`src/rtl/sort_mem_ctrl.sv`:
```
// Element memory and host load/unload sequencer for the bubble-sort engine.
// Latency: start pulses the cycle after the final load beat; output data is read straight from memory.
// Backpressure: m_in_ready is high only in LOAD; while m_out_ready is low, the current output beat holds.
module sort_mem_ctrl #(
    parameter int DW    = 8,
    parameter int AW    = 5,
    parameter int DEPTH = 32
) (
    input  logic          m_clk,
    input  logic          m_rst_n,
    input  logic [AW:0]   m_n,
    input  logic          m_in_valid,
    input  logic [DW-1:0] m_in_data,
    output logic          m_in_ready,
    output logic          m_start,
    input  logic          m_sort_done,
    input  logic [AW-1:0] m_address,
    input  logic [DW-1:0] m_wdata,
    input  logic          m_we,
    output logic [DW-1:0] m_rdata,
    output logic          m_out_valid,
    output logic [DW-1:0] m_out_data,
    output logic          m_out_last,
    input  logic          m_out_ready,
    output logic          m_busy
);

    typedef enum logic [1:0] {S_LOAD, S_START, S_SORT, S_UNLOAD} state_t;

    localparam logic [AW:0] C_DEPTH = (AW+1)'(DEPTH);

    state_t        r_state;
    logic [AW:0]   r_cnt;
    logic [AW:0]   r_n_q;
    logic          r_in_ready;
    logic          r_start;
    logic          r_busy;
    logic          r_out_valid;
    logic [DW-1:0] r_mem [DEPTH];

    logic [AW:0]   w_n_clamp;
    logic [AW:0]   w_n_eff;
    logic          w_in_hs;
    logic          w_out_hs;
    logic          w_out_last;

    // The count is latched on the first beat, so that beat must already see the clamped value.
    assign w_n_clamp  = (m_n == '0 || m_n > C_DEPTH) ? C_DEPTH : m_n;
    assign w_n_eff    = (r_cnt == '0) ? w_n_clamp : r_n_q;
    assign w_in_hs    = (r_state == S_LOAD) && m_in_valid;
    assign w_out_hs   = r_out_valid && m_out_ready;
    assign w_out_last = (r_cnt == r_n_q - 1'b1);

    assign m_in_ready  = r_in_ready;
    assign m_start     = r_start;
    assign m_busy      = r_busy;
    assign m_out_valid = r_out_valid;
    assign m_out_data  = r_mem[r_cnt[AW-1:0]];
    assign m_out_last  = r_out_valid && w_out_last;
    assign m_rdata     = r_mem[m_address];

    always_ff @(posedge m_clk) begin
        if (m_rst_n && w_in_hs) begin
            r_mem[r_cnt[AW-1:0]] <= m_in_data;
        end else if (m_rst_n && r_state == S_SORT && m_we) begin
            r_mem[m_address] <= m_wdata;
        end
    end

    always_ff @(posedge m_clk) begin
        if (!m_rst_n) begin
            r_state     <= S_LOAD;
            r_cnt       <= '0;
            r_n_q       <= C_DEPTH;
            r_in_ready  <= 1'b1;
            r_start     <= 1'b0;
            r_busy      <= 1'b0;
            r_out_valid <= 1'b0;
        end else begin
            case (r_state)
                S_LOAD: begin
                    if (w_in_hs) begin
                        if (r_cnt == '0) begin
                            r_n_q <= w_n_clamp;
                        end
                        if (r_cnt == w_n_eff - 1'b1) begin
                            r_state    <= S_START;
                            r_cnt      <= '0;
                            r_in_ready <= 1'b0;
                            r_start    <= 1'b1;
                            r_busy     <= 1'b1;
                        end else begin
                            r_cnt <= r_cnt + 1'b1;
                        end
                    end
                end
                S_START: begin
                    r_state <= S_SORT;
                    r_start <= 1'b0;
                end
                S_SORT: begin
                    if (m_sort_done) begin
                        r_state     <= S_UNLOAD;
                        r_cnt       <= '0;
                        r_busy      <= 1'b0;
                        r_out_valid <= 1'b1;
                    end
                end
                S_UNLOAD: begin
                    if (w_out_hs) begin
                        if (w_out_last) begin
                            r_state     <= S_LOAD;
                            r_cnt       <= '0;
                            r_out_valid <= 1'b0;
                            r_in_ready  <= 1'b1;
                        end else begin
                            r_cnt <= r_cnt + 1'b1;
                        end
                    end
                end
                default: begin
                    r_state <= S_LOAD;
                end
            endcase
        end
    end

endmodule

```
`config.mk`:
```
export PLATFORM = sky130hd
export DESIGN_NAME = sort_mem_ctrl
export DESIGN_NICKNAME = d
export VERILOG_FILES = /design/src/rtl/sort_mem_ctrl.sv
export SDC_FILE = /design/constraint.sdc
export NUM_CORES = 1
export LEC_CHECK = 0
export CAP_MARGIN = 40
export CORE_ASPECT_RATIO = 0.75
export CORE_MARGIN = 3
export CORE_UTILIZATION = 55
export CTS_BUF_LIST = sky130_fd_sc_hd__clkbuf_4 sky130_fd_sc_hd__clkbuf_8 sky130_fd_sc_hd__clkbuf_16
export DETAILED_ROUTE_END_ITERATION = 12
export GPL_ROUTABILITY_DRIVEN = 0
export GPL_TIMING_DRIVEN = 0
export PLACE_DENSITY = 0.81
export SETUP_SLACK_MARGIN = 0.3
export SLEW_MARGIN = 25
export SYNTH_ARGS = -nofsm -noshare
export SYNTH_HDL_FRONTEND = slang
export SYNTH_SLANG_ARGS = --single-unit
```
`constraint.sdc`:
```
create_clock -name m_clk -period 6.4 [get_ports m_clk]
set_input_delay 1.28 -clock m_clk [delete_from_list [all_inputs] [get_ports m_clk]]
set_output_delay 1.28 -clock m_clk [all_outputs]
set_load 0.005 [all_outputs]
```
==> results.toml <==
[status]
status = "completed"

[route]
viasPerCell = 7.16
post-route-drc-count = 0
vias = 8568
first_pass_iters = 5
routed_wl_um = 37500
routedWlPerCell_um = 31.4
drt-initial-drc-count = 1357
ant_nets = 0

[power_and_ir_drop]
switchingPower_uw = 1530
switching_share_pct = 29.3
peakVddDrop_v = 0.000202
p_per_area_mw_per_mm2 = 330
p_int_uw = 3680
share_seq_of_total_power_pct = 39.9
p_leak_uw = 0.00487
p_clk_share_pct = 31.5
pwr-share-comb_pct = 28.6

[timing]
fin_tns_setup_ps = 0
fin_skew_ps = 8.93
rsz0062_at_grt = "no"
hold_viol = 0
final-setup-viol-count = 0
worst_slew_pin_slew_ps = 864
timing.final.crit_share_pct = 89.7
whs_ps = 520
relSlewSlack_pct = 42.2
min_period_ps = 5740
slew_viol_final = 0
fmax_ghz = 0.174

[grt]
grt_max_degree = 33
grt_pass1_wl_um = 56000
track_usage_pct = 28.4
grt_pass1_vias = 8448
antenna_found_initial = 3
grt_overflow = 0

[setup_path]
crit_path_end_kind = "primary output"
critPathRequiredTime_ps = 5120
crit_fanout = 10
worstSetupStartpointType = "input port"
path_class = "input port to primary output"
worstPathArrival_ps = 4460
rrSetupSlack_ps = 2160
regToRegStartpoint = "r_cnt[1]$_SDFFE_PN0P_"
crit_path_start = "m_address[0]"

[clock_network]
worstSkewPairLatency_ps = 540
clkSlewWorstSetupHoldPaths_ps = 70
clockRootBuffer = "clkbuf_16"
cts_max_level = 1
cts_made_buffers = 27
holdBufCountCts = 0
clockBufferDepth = 3
ctsResizeCount = 0
post-cts-setup-buffer-count = 0
numClockSinks = 279
cts_tree = "done"

[yosys]
synthTopCellsByArea = "edfxtp_1, mux4_2, dfxtp_1"
synthCells = 739
avgSynthCellArea_um2 = 18.5
synth_cell_types = 64
synth_flop_cell = "edfxtp_1"
ys_seq_area_share_pct = 59.5
synth_top_area_share_pct = 56.1
netlist_area_mm2 = 0.0137
synth_top_area_cell = "edfxtp_1"
async_flop_share_pct = 0
ys_ff_latch = 279
syn-num-nets = 781
ys_warn_count = 0
synth_edf_count = 256

[floorplan]
dieHeight_um = 143
core-area_mm2 = 0.0242
pin_count = 54
rows = 49
die_area_mm2 = 0.0269
initial_core_util_pct = 56.6
die_width_um = 188

[finish]
multiInputGateArea_mm2 = 0.00530
seq_area_mm2 = 0.00815
synthToLayoutAreaGrowth_pct = 15.2
drive_gt1_share_pct = 32.0
fillCellCount = 1571
layout.nets = 887

[hold_path]
min_path_type = "flop to flop"
min-delay-start = "m_start$_SDFFE_PN0P_"

[placed_design]
portBuffers = 48
hpwl_um = 26300

[job]
drv_cap = 0
-- metrics by stage --
step | cells | power (uW) | utilization (%) | instance area [um^2] | worst slack (ps)
after floorplan | 739 | 3030 | - | 13700 | 1610
after global placement | 1118 | 3460 | 60.3 | 14600 | 460
after detailed placement | 1129 | 3560 | 60.8 | 14700 | 711
after CTS | 1178 | 5170 | 64.5 | 15600 | 674
after global routing | 1196 | 5350 | 65.2 | 15800 | 549
final | 1197 | 5210 | 65.2 | 15800 | 656
-- placed cells by master, fill, tap and decap left out, drive strengths merged, types with 8 or more instances in the layout --
| master | n |
|---|---|
| a21oi | 11 |
| buf | 44 |
| clkbuf | 62 |
| clkdlybuf4s50 | 48 |
| clkinv | 15 |
| dfxtp | 23 |
| edfxtp | 256 |
| ha | 9 |
| inv | 16 |
| mux2 | 24 |
| mux4 | 160 |
| nand2 | 16 |
| nand2b | 10 |
| nand3 | 8 |
| nor2 | 49 |
| xnor2 | 8 |
-- final cells by class --
| type | count | area share [%] |
|---|---|---|
| sequential | 279 | 51.6 |
| multi-input combinational | 395 | 33.6 |
| timing repair buffer | 77 | 4.80 |
| clock buffer | 27 | 4.28 |
| tap | 331 | 2.62 |
| clock inverter | 22 | 1.40 |
| buffer | 50 | 1.30 |
| inverter | 15 | 0.357 |
| antenna | 1 | 0.0159 |
-- critical path, stage by stage --
cell             delay (ps)
clkbuf_1                570
buf_1                   530
buf_6                   240
mux4_2                  530
mux4_2                  530
mux2_2                  310
clkdlybuf4s50_1         470
-- routing by layer --
layer,routed length [um],part of all wire (%),GRT usage (%)
met1,13900,37,41.0
met2,17300,46,44.4
met3,5550,15,8.98
met4,797,2.1,4.62
met5,39,0.10,0
-- worst paths after layout --
kind / to / cells past startpoint
setup / recovery: m_rdata[3] / 7
hold / removal: m_start$_SDFFE_PN0P_ / 2
setup reg to reg: r_cnt[2]$_SDFFE_PN0P_ / 12
hold reg to reg: m_start$_SDFFE_PN0P_ / 2
-- power by group through the flow --
stage / Clock (uW) / Sequential [uW] / Combinational (uW)
after floorplan: 0 / 2100 / 926
after global placement: 0 / 2110 / 1350
after detailed placement: 0 / 2120 / 1440
after CTS: 1640 / 2080 / 1450
after global routing: 1710 / 2080 / 1550
final: 1640 / 2080 / 1490
-- flip-flops by register name, indices dropped and copies added (netlist names), named ones only --
name         count
r_mem          256
r_cnt            6
r_n_q            6
r_state          2
m_busy           1
m_in_ready       1
m_out_valid      1
m_start          1
-- cell usage after synthesis (3+ instances only) --
library cell and instances:
edfxtp_1 256, mux4_2 160, nor2_1 49, clkbuf_1 30, mux2_2 24, dfxtp_1 23, buf_1 16, nand2_1 16
inv_1 15, a21oi_1 11, nand2b_1 10, ha_1 9, nand3_1 8, xnor2_1 8, mux2i_1 7, o21ai_0 7
a31oi_1 6, nor2b_1 5, nor3b_1 5, nor4_1 5, a211oi_1 4, nor3_1 4, a221oi_1 3, nand3b_1 3
o22ai_1 3, or2_2 3, or3_1 3
-- logic make-up (layout without fill, tap and decap cells) --
| group | Yosys count | in the layout | synth area share [%] |
|---|---|---|---|
| AND/OR/NAND/NOR | 130 | 130 | 5.26 |
| multiplexers | 191 | 191 | 28.8 |
| XOR/XNOR | 10 | 10 | 0.639 |
| AO/OA/AOI/OAI | 55 | 55 | 3.13 |
| flip-flops | 279 | 279 | 59.5 |
| other | 0 | 1 | 0 |
| adder cells (fa/ha/maj) | 9 | 9 | 0.822 |
| buffers and inverters | 65 | 191 | 1.91 |
No activity file was read; power rests on OpenSTA's default activity.
